==> src/rtl/sign_actuation.sv <==
// Sign-language hand actuator sequencer: decodes a sign code into a five-finger
// pattern and drives the fingers one at a time, thumb first, then holds the final pose.
module sign_actuation #(
  parameter int STEP_CYCLES = 4,
  parameter int HOLD_CYCLES = 8
) (
  input  logic       clk,
  input  logic       rst,
  input  logic [3:0] sign_in,
  input  logic       sign_valid,
  output logic       sign_ready,
  input  logic       abort,
  output logic       thumb_cmd,
  output logic       index_cmd,
  output logic       middle_cmd,
  output logic       ring_cmd,
  output logic       pinky_cmd,
  output logic       busy,
  output logic       done,
  output logic       err
);

  typedef enum logic [1:0] {
    IDLE = 2'd0,
    STEP = 2'd1,
    HOLD = 2'd2
  } state_t;

  localparam logic [15:0] STEP_LAST = 16'(STEP_CYCLES - 1);
  localparam logic [15:0] HOLD_LAST = 16'(HOLD_CYCLES - 1);

  // Bit 5 flags a supported code; bits 4:0 are {thumb,index,middle,ring,pinky}.
  function automatic logic [5:0] decode_sign(input logic [3:0] code);
    case (code)
      4'd0:    decode_sign = {1'b1, 5'b00000};
      4'd1:    decode_sign = {1'b1, 5'b01000};
      4'd2:    decode_sign = {1'b1, 5'b01100};
      4'd3:    decode_sign = {1'b1, 5'b01110};
      4'd4:    decode_sign = {1'b1, 5'b01111};
      4'd5:    decode_sign = {1'b1, 5'b11111};
      4'd6:    decode_sign = {1'b1, 5'b10001};
      4'd7:    decode_sign = {1'b1, 5'b11000};
      4'd8:    decode_sign = {1'b1, 5'b11100};
      4'd9:    decode_sign = {1'b1, 5'b01001};
      4'd10:   decode_sign = {1'b1, 5'b10000};
      default: decode_sign = {1'b0, 5'b00000};
    endcase
  endfunction

  state_t      state_r, state_nxt_s;
  logic [15:0] cnt_r, cnt_nxt_s;
  logic [2:0]  finger_r, finger_nxt_s;
  logic [2:0]  finger_idx_s;
  logic [4:0]  cmd_r, cmd_nxt_s;
  logic [4:0]  target_r, target_nxt_s;
  logic        done_r, done_nxt_s;
  logic        err_r, err_nxt_s;
  logic [5:0]  lut_s;

  // finger_r counts 0=thumb..4=pinky; the pattern vector holds the thumb in bit 4.
  assign finger_idx_s = 3'd4 - finger_r;
  assign lut_s        = decode_sign(sign_in);

  // Next-state, counter and actuator-pattern logic.
  always_comb begin
    state_nxt_s  = state_r;
    cnt_nxt_s    = cnt_r;
    finger_nxt_s = finger_r;
    cmd_nxt_s    = cmd_r;
    target_nxt_s = target_r;
    done_nxt_s   = 1'b0;
    err_nxt_s    = 1'b0;
    case (state_r)
      IDLE: begin
        if (sign_valid) begin
          if (lut_s[5]) begin
            target_nxt_s = lut_s[4:0];
            cmd_nxt_s[4] = lut_s[4];
            finger_nxt_s = 3'd1;
            cnt_nxt_s    = 16'd0;
            state_nxt_s  = STEP;
          end else begin
            err_nxt_s = 1'b1;
          end
        end else begin
          state_nxt_s = IDLE;
        end
      end
      STEP: begin
        if (abort) begin
          cmd_nxt_s    = 5'b00000;
          cnt_nxt_s    = 16'd0;
          finger_nxt_s = 3'd0;
          state_nxt_s  = IDLE;
        end else if (cnt_r == STEP_LAST) begin
          cnt_nxt_s = 16'd0;
          // finger_r reaching 5 means every finger has been placed.
          if (finger_r == 3'd5) begin
            finger_nxt_s = 3'd0;
            state_nxt_s  = HOLD;
          end else begin
            cmd_nxt_s[finger_idx_s] = target_r[finger_idx_s];
            finger_nxt_s            = finger_r + 3'd1;
          end
        end else begin
          cnt_nxt_s = cnt_r + 16'd1;
        end
      end
      HOLD: begin
        if (abort) begin
          cmd_nxt_s   = 5'b00000;
          cnt_nxt_s   = 16'd0;
          state_nxt_s = IDLE;
        end else if (cnt_r == HOLD_LAST) begin
          cnt_nxt_s   = 16'd0;
          done_nxt_s  = 1'b1;
          state_nxt_s = IDLE;
        end else begin
          cnt_nxt_s = cnt_r + 16'd1;
        end
      end
      default: begin
        cmd_nxt_s   = 5'b00000;
        cnt_nxt_s   = 16'd0;
        state_nxt_s = IDLE;
      end
    endcase
  end

  // State and output registers with synchronous reset.
  always_ff @(posedge clk) begin
    if (rst) begin
      state_r  <= IDLE;
      cnt_r    <= 16'd0;
      finger_r <= 3'd0;
      cmd_r    <= 5'b00000;
      target_r <= 5'b00000;
      done_r   <= 1'b0;
      err_r    <= 1'b0;
    end else begin
      state_r  <= state_nxt_s;
      cnt_r    <= cnt_nxt_s;
      finger_r <= finger_nxt_s;
      cmd_r    <= cmd_nxt_s;
      target_r <= target_nxt_s;
      done_r   <= done_nxt_s;
      err_r    <= err_nxt_s;
    end
  end

  assign thumb_cmd  = cmd_r[4];
  assign index_cmd  = cmd_r[3];
  assign middle_cmd = cmd_r[2];
  assign ring_cmd   = cmd_r[1];
  assign pinky_cmd  = cmd_r[0];
  assign busy       = (state_r != IDLE);
  assign sign_ready = (state_r == IDLE);
  assign done       = done_r;
  assign err        = err_r;

endmodule

==> config.mk <==
export PLATFORM = sky130hd
export DESIGN_NAME = sign_actuation
export DESIGN_NICKNAME = d
export VERILOG_FILES = /design/src/rtl/sign_actuation.sv
export SDC_FILE = /design/constraint.sdc
export NUM_CORES = 1
export LEC_CHECK = 0
export CAP_MARGIN = 20
export CELL_PAD_IN_SITES_DETAIL_PLACEMENT = 0
export CELL_PAD_IN_SITES_GLOBAL_PLACEMENT = 1
export CORE_ASPECT_RATIO = 1.5
export CORE_MARGIN = 4
export CORE_UTILIZATION = 45
export DETAILED_ROUTE_END_ITERATION = 8
export HOLD_SLACK_MARGIN = 0.06
export PLACE_DENSITY_LB_ADDON = 0.1
export SYNTH_ARGS = -nofsm -noshare
export SYNTH_HDL_FRONTEND = slang
export SYNTH_SLANG_ARGS = --single-unit
export TNS_END_PERCENT = 100
==> constraint.sdc <==
create_clock -name clk -period 3.5 [get_ports clk]
set_clock_uncertainty 0.1 [all_clocks]
set_input_delay 0.35 -clock clk [delete_from_list [all_inputs] [get_ports clk]]
set_output_delay 0.35 -clock clk [all_outputs]
set_load 0.02 [all_outputs]
Yosys cells after proc, flatten, opt, wreduce, memory -nomap -nowiden:

Memories as Yosys holds them, arrays and structs flattened.
Index checks and enable logic that the tools add are counted.

* add/sub/neg operators: 3
* $lt $le $gt $ge: 2
* eq/ne operators: 13
* muxes and demuxes: 36
* bitwise gates (word level): 3
* reductions and logical operators: 12

Operator list (count)
* 2-to-1 mux 16 bit: 6
* case mux 16 bit (3 select lines): 1
* 2-to-1 mux 5 bit: 4
* adder 16 x 1 -> 16 bit (second input constant): 1
* == test 16 x 2 -> 1 bit (second input constant): 1
* == test 16 x 3 -> 1 bit (second input constant): 1
* 2-to-1 mux 3 bit: 5
* 2-to-1 mux 2 bit: 7
* != test 3 bit (second input constant): 4
* case mux 4 bit (3 select lines): 1
* AND reduction 4 bit: 3
* 2-to-1 mux 1 bit: 6
* case mux 2 bit (3 select lines): 1
* case mux 3 bit (2 select lines): 1
* OR reduction 3 bit: 2
* bitwise mux 5 bit: 1
* AND reduction 5 bit: 1
* < comparator 3 x 4 -> 1 bit (second input constant): 1
* != test 2 bit (second input constant): 2
* nonzero test 2 bit: 2
* adder 3 x 1 -> 3 bit (second input constant): 1
* binary-select mux 1 bit (select 3 bit): 1
* demux 1 bit (select 3 bit): 1
* == test 3 bit (second input constant): 1
* 12 further kinds: 14

* flip-flop bits (word level): 33
* ROM bits: 96
* output and inout port bits: 9
* word-level logic and storage cells: 78
* memories kept: 1

Memory list
* (no name shown): words 16, bits a word 6, rd ports 1, clocked after Yosys merged registers in 0, wr ports 0, RTL line 34 `case (code)`

Logic depth before layout (Yosys ltp):

* word-level depth: 10
* gate-level depth with buffers: 8
* gate-level depth less buffers: 7

Least setup slack after synthesis:

OpenSTA, ideal clock, no wires.

* path type: register to register
* from: register cnt_r[0]
* to: register cmd_r[0]
* library setup time: 92 ps
* arrival: 1816 ps
* data required time: 3308 ps
* path slack: 1492 ps
* cell stages (with the launch flop): 8
* period minus slack after synthesis: 2008 ps
* cell sequence: dfxtp_1 ha_1 buf_2 nor4b_4 nand4_2 a211o_1 a21o_1 o32ai_1

* longest elaborated chain between the ends: 3

Ends and longest elaborated chain
* start, declared: RTL line 51 `logic [15:0] cnt_r, cnt_nxt_s;`
* start signal, assigned: RTL line 142 `cnt_r <= cnt_nxt_s;`
* == test 16 x 2 -> 1 bit: RTL line 95 `end else if (cnt_r == STEP_LAST) begin`
* != test 3 bit (no source line)
* AND reduction 4 bit (no source line)
* end signal, assigned: RTL line 144 `cmd_r <= cmd_nxt_s;`
* end, declared: RTL line 54 `logic [4:0] cmd_r, cmd_nxt_s;`

No other way between the ends.
A chain may end at the register's enable or synchronous reset.

Final worst setup path:

* from: register cnt_r[0]
* to: register cmd_r[2]

Same word-level chain as after synthesis.

==> parameters.txt <==
Parameter                              Value

GRT
  Global route total overflow    0
  Global Route met3 Usage    4.867%
  Antenna violations before repair    0
  Most crowded layer after global routing    met2
  Global routing usage on met1    22.43%
  Via count of the first global-routing pass    1657
  Pin count of the biggest net entering global routing    17
  First-pass GRT wire length    7645 um
  Met2 usage in global routing    29.96%
  Combined global-route utilization of all metal layers    18.97%

STA
  Final period utilization    68.15%
  Endpoints failing setup    0
  Sum of negative setup slack    0 ns
  Highest achievable clock rate    0.4193 GHz
  Max-slew violation total from the final report    0
  Final number of hold-violating endpoints    0
  Unrepaired setup endpoints after global routing    false
  Relative slew margins    42.08%
  Slew @ Worst Pin    0.8670 ns
  Minimum clock period    2.385 ns

Critical path
  Data required, critical path    3.58 ns
  Critical path's top delay family    compound AO/OA/AOI/OAI gates
  Bufs and invs on worst path    0
  Crit end category    register
  Worst-path fanout max    8
  Stage delay of the slowest cell on the critical path    0.40 ns
  Kind of launch point of the worst setup path    register
  CP Cell Sequence    ha_1, nor4b_4, nand4_2, a211o_1, a21o_1, o32ai_1
  Category of the critical setup timing path    register to register
  CP max-delay cell    a211o_1
  Arrival time of data at the critical path endpoint    2.47 ns

Clock network
  # hold bufs at CTS    0
  Clock H-tree levels    2
  Total number of clock tree sinks    33
  Cells resized by post-CTS repair    0
  Post-CTS setup-driven buffer insertion count    0
  Worst-path clk slew    0.07 ns
  Total CTS buffers    5
  Clock root cell    clkbuf_8
  CTS tree    yes
  CTS Buffer Depth    2
  Clock insertion delay at the later pin of the skew report    0.29 ns

Synthesis
  Warnings, synthesis    0
  Top cells by area, synth    dfxtp_1, nor2_1, ha_1
  Cell taking the most area after synthesis    dfxtp_1
  Synth Net Count    244
  Count of cell types in the netlist    42
  Top-area cell type share of the netlist area    34.49%
  Sequential share of the synthesized area    34.49%
  Mean area per synthesized cell    8.402 um^2
  Number of instances in the synthesized netlist    228
  Flops & latches, synth    33
  Post-synthesis cell area    1916 um^2

Layout
  Relative area change from synthesis to final layout    15.87%
  Diode count    0
  Fin util    55.09%
  Most frequent cells in the layout    nor2_1, dfxtp_1, clkdlybuf4s50_1
  Final-stage net count    258
  Most frequent standard cell in the layout excluding fill and tap cells    nor2_1
  Non-Filler Cell Area, Final    2220 um^2
  Fraction of layout instances using a drive strength above 1    6.996%

Routing
  Routed wire length    4528 um
  ANT nets after route    0
  Via total after detailed routing    1717
  Avg Vias per Cell    5.962
  Initial drt markers    70
  Routed len/inst    15.72 um
  Drt first pass iters    4
  DRC violations left    0

Power and ir drop
  Static leakage    0.0007828 uW
  Total power density per cell area    404.5 nW/um^2
  Maximum ir drop on the vdd rail    0.4095 mV

Floorplanning
  Number of placement rows    28
  Area of the die    5386 um^2
  Width of the die    61.27 um
  Core Footprint    4029 um^2
  Initial Util    47.55%
  Number of top-level pins    17
  Die H    87.91 um

Run
  Max_cap viols    0

Placement
  Final RePlAce weighted congestion    0.9584
  Post-DP HPWL    3371 um
  I/O Buffers    16
  Placed instance area    2103 um^2

Run status
  Outcome    finished, final reports clean

Hold path
  Worst hold-check path type    register to register
-- report_power, final --
part           switching (uW)  internal (uW)  total [uW]
sequential               9.75            385         395
combinational            79.0           53.7         133
clock                     138            232         370
total                     227            671         898
-- worst min-delay path, stage by stage (launching register included) --
cell,delay [ns]
dfxtp_1,0.32
nand2_1,0.06
a21oi_1,0.05
-- registers in the layout, indices dropped and copies added (netlist names) --
register and flops:
state_r 2, target_r 5, cnt_r 16, done 1, finger_r 3, err 1, cmd_r 5
-- cell usage after synthesis, drive strengths merged --
cell type   n
nor2       34
dfxtp      33
nand4      15
a21oi      12
xor2       11
inv        10
nand2      10
nor3        9
clkbuf      8
ha          8
nand2b      7
mux2i       6
nand3       6
o21ai       6
xnor2       6
a211oi      5
nor2b       5
nor4        4
o32ai       4
and3        3
buf         3
nor3b       3
a211o       2
nand4b      2
o211ai      2
or2         2
a21o        1
a311oi      1
a31oi       1
a32oi       1
and2        1
mux4        1
nand3b      1
nor4b       1
o211a       1
o22a        1
o311ai      1
o41ai       1
-- layout make-up --
cell class,count,area (um^2)
Clock inverter,1,30.03
Inverter,10,37.54
Clock buffer,7,86.33
Tap cell,45,56.30
Timing Repair Buffer,18,175.2
Fill cell,388,1809
Sequential cell,33,660.6
Multi-Input combinational cell,174,1174
-- kinds of logic (layout without fill, tap and decap cells) --
| family | Yosys count | count (layout) | synth area share (%) |
|---|---|---|---|
| compound gates | 39 | 39 | 13.72 |
| xor+xnor | 17 | 17 | 7.773 |
| fa+ha+maj | 8 | 8 | 5.226 |
| buf+inv | 21 | 36 | 4.246 |
| flops | 33 | 33 | 34.49 |
| mux | 7 | 7 | 4.311 |
| simple gates | 103 | 103 | 30.24 |
-- per-stage QoR --
stage	hold WS, ns	cells	total power, uW	setup slack (ns)
2_1_floorplan	0.3491	228	494.1	1.492
3_3_place_gp	0.3569	280	532.1	1.114
3_5_place_dp	0.3710	280	535.6	0.9997
4_1_cts	0.3794	288	907.0	1.138
5_1_grt	0.4118	288	944.4	0.8915
6_report	0.3751	288	897.8	1.115
-- path summary, 6_finish.rpt --
| kind | start | end | slack, ns | cells past startpoint |
|---|---|---|---|---|
| max | cnt_r[0] | cmd_r[2] | 1.11 | 6 |
| min | finger_r[1] | finger_r[1] | 0.38 | 2 |
| max reg2reg | cnt_r[0] | cmd_r[2] | 1.11 | 6 |
| min reg2reg | finger_r[1] | finger_r[1] | 0.38 | 2 |
-- routing by layer --
layer  part of all wire [%]  wire length, um  vias up
met5                      0                0        -
met4                    4.0              180        0
met3                    3.1              142       16
met2                     52             2340       37
met1                     41             1865      819
li1                       -                -      845
(Power assumes the default switching activity.)
